==> src/rtl/obi_cpu_port_arbiter.sv <==
// Shares one OBI master port between the core's instruction and data ports,
// holding each request stable until granted and routing responses back in order.
package obi_arb_pkg;
    typedef struct packed {
        logic        req;
        logic        we;
        logic [3:0]  be;
        logic [31:0] addr;
        logic [31:0] wdata;
    } obi_req_t;

    typedef struct packed {
        logic        gnt;
        logic        rvalid;
        logic [31:0] rdata;
    } obi_resp_t;
endpackage

module obi_cpu_port_arbiter
    import obi_arb_pkg::*;
#(
    parameter int MAX_OUTSTANDING = 2,
    parameter bit FIXED_PRIO      = 1'b0
) (
    input  logic       clk_i,
    input  logic       rst_i,
    input  obi_req_t   instr_req_i,
    output obi_resp_t  instr_resp_o,
    input  obi_req_t   data_req_i,
    output obi_resp_t  data_resp_o,
    output obi_req_t   bus_req_o,
    input  obi_resp_t  bus_resp_i,
    output logic [3:0] outstanding_o,
    output logic       unexpected_rvalid_o
);

    localparam int PTR_W = (MAX_OUTSTANDING > 1) ? $clog2(MAX_OUTSTANDING) : 1;
    localparam logic [PTR_W-1:0] LAST_PTR   = PTR_W'(MAX_OUTSTANDING - 1);
    localparam logic [3:0]       FULL_COUNT = 4'(MAX_OUTSTANDING);

    typedef enum logic [1:0] {
        IDLE,
        LOCKED_INSTR,
        LOCKED_DATA
    } state_t;

    state_t           state_q, state_d;
    logic             last_grant_q;
    logic [PTR_W-1:0] wr_ptr_q, rd_ptr_q;
    logic [3:0]       count_q;
    logic             fifo_mem_q [MAX_OUTSTANDING];

    logic sel;
    logic fifo_full, fifo_empty;
    logic bus_req_valid, bus_gnt;
    logic push, pop, head;

    function automatic logic [PTR_W-1:0] ptr_inc(input logic [PTR_W-1:0] p);
        return (p == LAST_PTR) ? '0 : p + 1'b1;
    endfunction

    assign fifo_full     = (count_q == FULL_COUNT);
    assign fifo_empty    = (count_q == 4'd0);
    assign outstanding_o = count_q;

    // A locked requester keeps the port until granted so its address phase stays stable.
    always_comb begin
        sel = 1'b0;
        unique case (state_q)
            LOCKED_INSTR: sel = 1'b0;
            LOCKED_DATA:  sel = 1'b1;
            default: begin
                if (instr_req_i.req && data_req_i.req) begin
                    sel = FIXED_PRIO ? 1'b1 : ~last_grant_q;
                end else begin
                    sel = data_req_i.req;
                end
            end
        endcase
    end

    always_comb begin
        bus_req_o     = sel ? data_req_i : instr_req_i;
        bus_req_valid = (sel ? data_req_i.req : instr_req_i.req) & ~fifo_full & ~rst_i;
        bus_req_o.req = bus_req_valid;
        bus_gnt       = bus_resp_i.gnt & bus_req_valid;

        push = bus_gnt;
        pop  = bus_resp_i.rvalid & ~fifo_empty & ~rst_i;
        head = fifo_mem_q[rd_ptr_q];

        instr_resp_o        = '0;
        instr_resp_o.rdata  = bus_resp_i.rdata;
        instr_resp_o.gnt    = bus_gnt & ~sel;
        instr_resp_o.rvalid = pop & ~head;

        data_resp_o         = '0;
        data_resp_o.rdata   = bus_resp_i.rdata;
        data_resp_o.gnt     = bus_gnt & sel;
        data_resp_o.rvalid  = pop & head;

        unexpected_rvalid_o = bus_resp_i.rvalid & fifo_empty & ~rst_i;

        state_d = IDLE;
        if (!bus_gnt && bus_req_valid) begin
            state_d = sel ? LOCKED_DATA : LOCKED_INSTR;
        end
    end

    always_ff @(posedge clk_i) begin
        if (rst_i) begin
            state_q      <= IDLE;
            last_grant_q <= 1'b1;
            wr_ptr_q     <= '0;
            rd_ptr_q     <= '0;
            count_q      <= 4'd0;
        end else begin
            state_q <= state_d;
            if (push) begin
                wr_ptr_q     <= ptr_inc(wr_ptr_q);
                last_grant_q <= sel;
            end
            if (pop) begin
                rd_ptr_q <= ptr_inc(rd_ptr_q);
            end
            unique case ({push, pop})
                2'b10:   count_q <= count_q + 4'd1;
                2'b01:   count_q <= count_q - 4'd1;
                default: count_q <= count_q;
            endcase
        end
    end

    // Requester ids only matter while counted, so the storage needs no reset.
    always_ff @(posedge clk_i) begin
        if (push) begin
            fifo_mem_q[wr_ptr_q] <= sel;
        end
    end

endmodule

==> config.mk <==
export PLATFORM = sky130hd
export DESIGN_NAME = obi_cpu_port_arbiter
export DESIGN_NICKNAME = d
export VERILOG_FILES = /design/src/rtl/obi_cpu_port_arbiter.sv
export SDC_FILE = /design/constraint.sdc
export NUM_CORES = 1
export LEC_CHECK = 0
export CORE_AREA = 4 4 121 123
export CTS_BUF_LIST = sky130_fd_sc_hd__clkbuf_8
export CTS_CLUSTER_DIAMETER = 60
export DETAILED_ROUTE_END_ITERATION = 7
export DIE_AREA = 0 0 125 127
export PLACE_DENSITY = 0.66
export SLEW_MARGIN = 10
export SYNTH_ARGS = -nofsm -noshare
export SYNTH_HDL_FRONTEND = slang
export SYNTH_SLANG_ARGS = --single-unit
==> constraint.sdc <==
create_clock -name clk_i -period 4.7 [get_ports clk_i]
set_input_delay 0.94 -clock clk_i [delete_from_list [all_inputs] [get_ports clk_i]]
set_output_delay 0.94 -clock clk_i [all_outputs]
set_load 0.02 [all_outputs]
Word-level counts from Yosys, hierarchy flattened
Memories as Yosys holds them, arrays and structs flattened. A register that Yosys moved wholly into a read port is not among the register bits. Index checks and enable logic that the tools add are counted.

Register bits: 9. Output and inout port bits: 143. Logic and storage cells: 51. Bits in writable memories: 2. Memories kept: 1. Input port bits: 176.

Reductions and logical operators: 6. Add/subtract/negate cells: 4. Eq/ne operators: 5. Muxes and demuxes: 12. Bitwise operators: 18.

Memories: fifo_mem_q (words 2, width 1, read ports 1, clocked after Yosys merged registers in 1, write ports 1, line 51) `logic fifo_mem_q [MAX_OUTSTANDING];`.

Operators with widths (count): 2-to-1 mux 69 bit (1); AND 1 bit (11); 2-to-1 mux 1 bit (8); one-hot mux 4 bit (2 select lines) (1); inverter 1 bit (7); adder 4 x 1 -> 4 bit, second input constant (1); == test 2 x 1 -> 1 bit, second input constant (2); == test 2 bit, second input constant (2); == test 4 x 2 -> 1 bit, second input constant (1); logical NOT 4 bit (1); subtractor 4 x 1 -> 4 bit, second input constant (1); adder 1 bit, second input constant (2); logical AND 1 bit (2); 2-to-1 mux 2 bit (1); one-hot mux 1 bit (2 select lines) (1); nonzero test 2 bit (1); OR reduction 2 bit (1); logical NOT 1 bit (1).

Depth between registers and ports, before layout
Depth after elaboration: 11. Mapped depth: 14. Depth with buffers taken out: 14.

Worst setup path after synthesis
OpenSTA, ideal clock, no wires.

Path kind: input to register. Start point: in instr_req_i[69] (netlist name). End point: reg count_q[2] (netlist: outstanding_o[2]). Data required time: 4.577 ns. Path slack: 1.239 ns. Path buffers: 0. Stages: 11. Setup time: 0.123 ns. Arrival: 3.338 ns. Cell sequence: nor3_1 -> and4bb_2 -> inv_1 -> ha_1 -> xor2_1 -> ha_1 -> nand2b_1 -> or4_1 -> o31a_1 -> o211ai_2 -> mux2_1.

Word-level cells in the longest chain between the ends: 9. Elaborated cells on any way between the ends: 11. Classes of those cells: eq/ne (2); mux (4); bitwise (3); reduce/logical (2).

Ends and longest elaborated chain: start: declaration (line 27) `input obi_req_t instr_req_i,`; logical AND 1 bit (line 73) `if (instr_req_i.req && data_req_i.req) begin`; 2-to-1 mux 1 bit (line 73); one-hot mux 1 bit (2 select lines) (line 69) `unique case (state_q)`; 2-to-1 mux 1 bit (*) (line 84) `bus_req_valid = (sel ? data_req_i.req : instr_req_i.req) & ~fifo_full & ~rst_i;`; AND 1 bit (*) (2 in series) (line 84); AND 1 bit (*) (line 86) `bus_gnt = bus_resp_i.gnt & bus_req_valid;`; == test 2 x 1 -> 1 bit / == test 2 bit (equally long branches) (line 126) `unique case ({push, pop})`; one-hot mux 4 bit (2 select lines) / nonzero test 2 bit (equally long branches); end signal: assignment (line 127) `2'b10: count_q <= count_q + 4'd1;`; end signal: assignment (line 128) `2'b01: count_q <= count_q - 4'd1;`; end signal: assignment (line 129) `default: count_q <= count_q;`; end: declaration (line 50) `logic [3:0] count_q;`.

Mark *: on every way between the ends. The rest lies on a longest branch, timed or not. A chain may end at the register's enable or synchronous reset.

==> implementation parameters <==
Parameter                              Value

Synthesis
  Netlist area before placement ... 2040 µm²
  Post-synthesis share of cell area spent on and, or, nand and nor gates ... 0.128
  Count of flip-flops with a built-in enable after synthesis ... 2
  Synthesized net count ... 407
  Dominant combinational cell family by area after synthesis ... multiplexers
  Mux share of post-synthesis cell area ... 0.397
  Async set-or-reset flop fraction in the synthesized netlist ... 0
  Average size of a mapped cell ... between 8 and 9 µm²
  Compound-cell area share of the yosys netlist ... 0.0424
  Primary flip-flop cell chosen by synthesis mapping ... dfxtp_1
  Synthesized flop and latch total ... 12
  Number of library cell types mapped by synthesis ... 36
  Adder and majority gate portion of the synthesized area ... 0.0184
  Sequential-to-total area share from yosys stat ... 0.128
  Number of warnings issued by yosys ... 0
  Xor and xnor fraction of the mapped netlist area ... 0.0172
  Syn Inst Count ... 228

Worst setup path
  Beginning of the critical path ... instr_req_i[69]
  Worst Path Max Fanout ... between 50 and 60
  Arrival time at the worst endpoint ... around 3.2 ns
  Critical Path Sink ... bus_req_o[47]
  Crit. End Element ... output port
  Reg-to-reg slack, setup ... ~1.1 ns
  Reg-to-reg critical path startpoint ... state_q[0]
  Endpoint of the lowest-slack register-to-register path ... outstanding_o[2]
  Critical path launch point type ... input port
  Required time reported for the critical path endpoint ... 3.76 ns
  Category of the critical setup timing path ... in2out
  Register-to-Register Path Depth ... 14

Power
  Switching Power ... approximately 0.25 mW
  Power Dens Cells ... 176 nW/µm²
  Logic gate share of total power ... 0.687
  Share of total power in the clock network ... 0.142
  Net switching fraction of the power ... 0.354
  Internal power ... approximately 0.46 mW
  Worst VDD drop ... 0.0716 mV
  Static leakage ... 1.50 nW
  Relative contribution of sequential cells to total power ... 0.171

STA
  Max-slew headroom ... 0.777
  Hold Fails Final Rpt ... 0
  Sum Neg Setup Slack ... 0 ns
  Post-route worst setup slack ... 0.557 ns
  Number of setup violations in the final report ... 0
  Least-Margin Pin Slew ... 0.333 ns
  Post-layout min period ... 4.14 ns
  FMAX ... 241 MHz
  Setup repair after global routing missed its margin ... no
  Period Utilization, post-route ... 0.881
  Final Skew ... 0.000786 ns
  Final-report max-slew violation count ... 0

Global route
  Number of antenna violations at the first check in global routing ... 0
  First-pass GRT wire length ... 14800 µm
  Largest net degree at the start of global routing ... 52
  GRT overflow ... 0
  Via count of the first global-routing pass ... approximately 2500
  Global routing usage summed across all routing layers ... 0.119

Cells and area
  Area Overhead vs Synth ... 97.8%
  Filler cells ... 1442
  Most common cell after layout, fill and taps aside ... clkdlybuf4s50_1
  Ratio of cells with drive above 1 in the final layout ... 0.209
  Number of nets in the layout ... roughly 560
  Ant. Diodes ... 0
  Most used cells in the layout excluding fill and tap cells ... clkdlybuf4s50_1 (222), mux2_2 (69), nor2_1 (16), dfxtp_1 (10), nor2b_1 (5)

Clock tree
  Number of buffers on the longest clock path ... 2
  Clock root cell ... clkbuf_8
  Total CTS buffers ... 3
  Number of levels the H-tree was split into ... 1
  Clk Latency, worst-skew pair ... 0.25 ns
  Reg clk slew, reported paths ... 0.06 ns
  Post-CTS resize count ... 0
  Clock sinks ... 12
  Buffers inserted by post-CTS timing repair ... 0
  Count of hold buffers inserted by post-cts repair ... 0
  Clock tree from TritonCTS ... yes

Detailed routing
  Total detailed-routing wirelength ... 10300 µm
  Drt first-iter violations ... 38
  Antenna Violating Nets Remaining ... 0
  Routed via count divided by cell count ... approximately 3.8
  Pre-antenna DRT Iters ... 4
  DR WL/cell ... 18.4 µm
  Drt drc ... 0
  Via total after detailed routing ... 2162

Placed design
  IO buf count ... around 220
  Detailed placement HPWL ... 9040 µm
  Final weighted congestion in routability-driven placement ... 0.804
  Worst setup slack after placement ... 0.538 ns

Floorplan
  Number of core rows ... between 40 and 50
  Die Y-Extent ... 127 µm
  CORE AREA ... 13700 µm²
  I/O pin count ... 319
  Die area ... 15900 µm²
  X dimension of the die ... about 130 µm
  Initial core utilization ... 0.149

Run status
  Run status ... completed

Worst hold path
  Classification of the worst-slack hold path ... reg2reg

Job
  Count of max-cap constraint violations ... 0
[registers in the layout, indices dropped and copies added, names as in the netlist, named ones only]
signal / count
rd_ptr_q: 1
wr_ptr_q: 1
fifo_mem_q: 2
state_q: 2
last_grant_q: 1
outstanding_o: 4
[logic make-up after synthesis]
kind of cell,count (synthesis)
AO/OA/AOI/OAI,12
XOR/XNOR,4
adder cells (fa/ha/maj),3
buffers and inverters,79
flip-flops,12
multiplexers,72
AND/OR/NAND/NOR,46
[cells in the mapped netlist, types with 2 or more instances]
cell type | count | area share
a21oi_1 | 2 | 0.0049
and2_1 | 2 | 0.0061
buf_2 | 7 | 0.017
buf_4 | 65 | 0.24
clkbuf_1 | 2 | 0.0037
dfxtp_1 | 10 | 0.098
edfxtp_1 | 2 | 0.029
ha_1 | 3 | 0.018
inv_1 | 4 | 0.0074
mux2_2 | 69 | 0.38
mux2i_1 | 2 | 0.0098
nand2_1 | 3 | 0.0055
nand2b_1 | 3 | 0.0092
nand3_1 | 2 | 0.0049
nand3b_1 | 2 | 0.0074
nand4_1 | 2 | 0.0061
nor2_1 | 16 | 0.029
nor2b_1 | 5 | 0.015
nor3_1 | 3 | 0.0074
o211ai_1 | 2 | 0.0074
o21ai_0 | 3 | 0.0074
o31a_1 | 2 | 0.0086
or4_1 | 2 | 0.0074
xnor2_1 | 2 | 0.0086
xor2_1 | 2 | 0.0086
[worst min path at each step]
stage | startpoint | to | slack [ns] | depth (start not counted)
2_1_floorplan | last_grant_q | last_grant_q | 0.47 | 2
3_3_place_gp | last_grant_q | last_grant_q | 0.50 | 2
3_5_place_dp | last_grant_q | last_grant_q | 0.50 | 2
4_1_cts | last_grant_q | last_grant_q | 0.52 | 2
5_1_grt | last_grant_q | last_grant_q | 0.53 | 2
6_report | last_grant_q | last_grant_q | 0.51 | 2
[critical path, cell delays in order]
cell	delay, ns
clkdlybuf4s50_1	0.51
nand2_1	0.07
nand3_1	0.07
and2_4	0.33
buf_12	0.29
mux2_2	0.39
clkdlybuf4s50_1	0.55
[per-layer routing]
| metal | vias to the layer above | global-route usage | wire (µm) |
|---|---|---|---|
| met1 | 965 | 0.142 | 4140 |
| met3 | 11 | 0.0669 | 1330 |
| met4 | 0 | 0.0179 | 65 |
| li1 | 1035 | - | - |
| met2 | 151 | 0.190 | 4800 |
| met5 | - | 0 | 0 |
[per-stage QoR]
stage | total power [mW] | hold slack (ns) | cell area (µm²) | cells | util
2_1_floorplan | 0.416 | 0.470 | 2040 | 228 | -
3_3_place_gp | 0.610 | 0.496 | 3980 | 558 | 0.292
3_5_place_dp | 0.611 | 0.505 | 3980 | 558 | 0.292
4_1_cts | 0.718 | 0.516 | 4030 | 562 | 0.295
5_1_grt | 0.748 | 0.531 | 4030 | 562 | 0.295
6_report | 0.709 | 0.507 | 4030 | 562 | 0.295
[power groups by stage]
stage | logic, mW | clock network [mW] | registers (mW)
2_1_floorplan | 0.292 | 0 | 0.125
3_3_place_gp | 0.487 | 0 | 0.123
3_5_place_dp | 0.487 | 0 | 0.124
4_1_cts | 0.492 | 0.104 | 0.121
5_1_grt | 0.516 | 0.109 | 0.122
6_report | 0.487 | 0.101 | 0.121
[final cells by class]
class                   count  area (µm²)  area share
well taps                 180         225      0.0559
multi-input cells         137        1230       0.305
clock buffers               3        41.3      0.0102
flip-flops and latches     12         260      0.0646
repair buffers            224        2250       0.558
clock inverters             1        3.75    0.000932
inverters                   5        18.8     0.00466
Power figures use the tool's default switching activity.
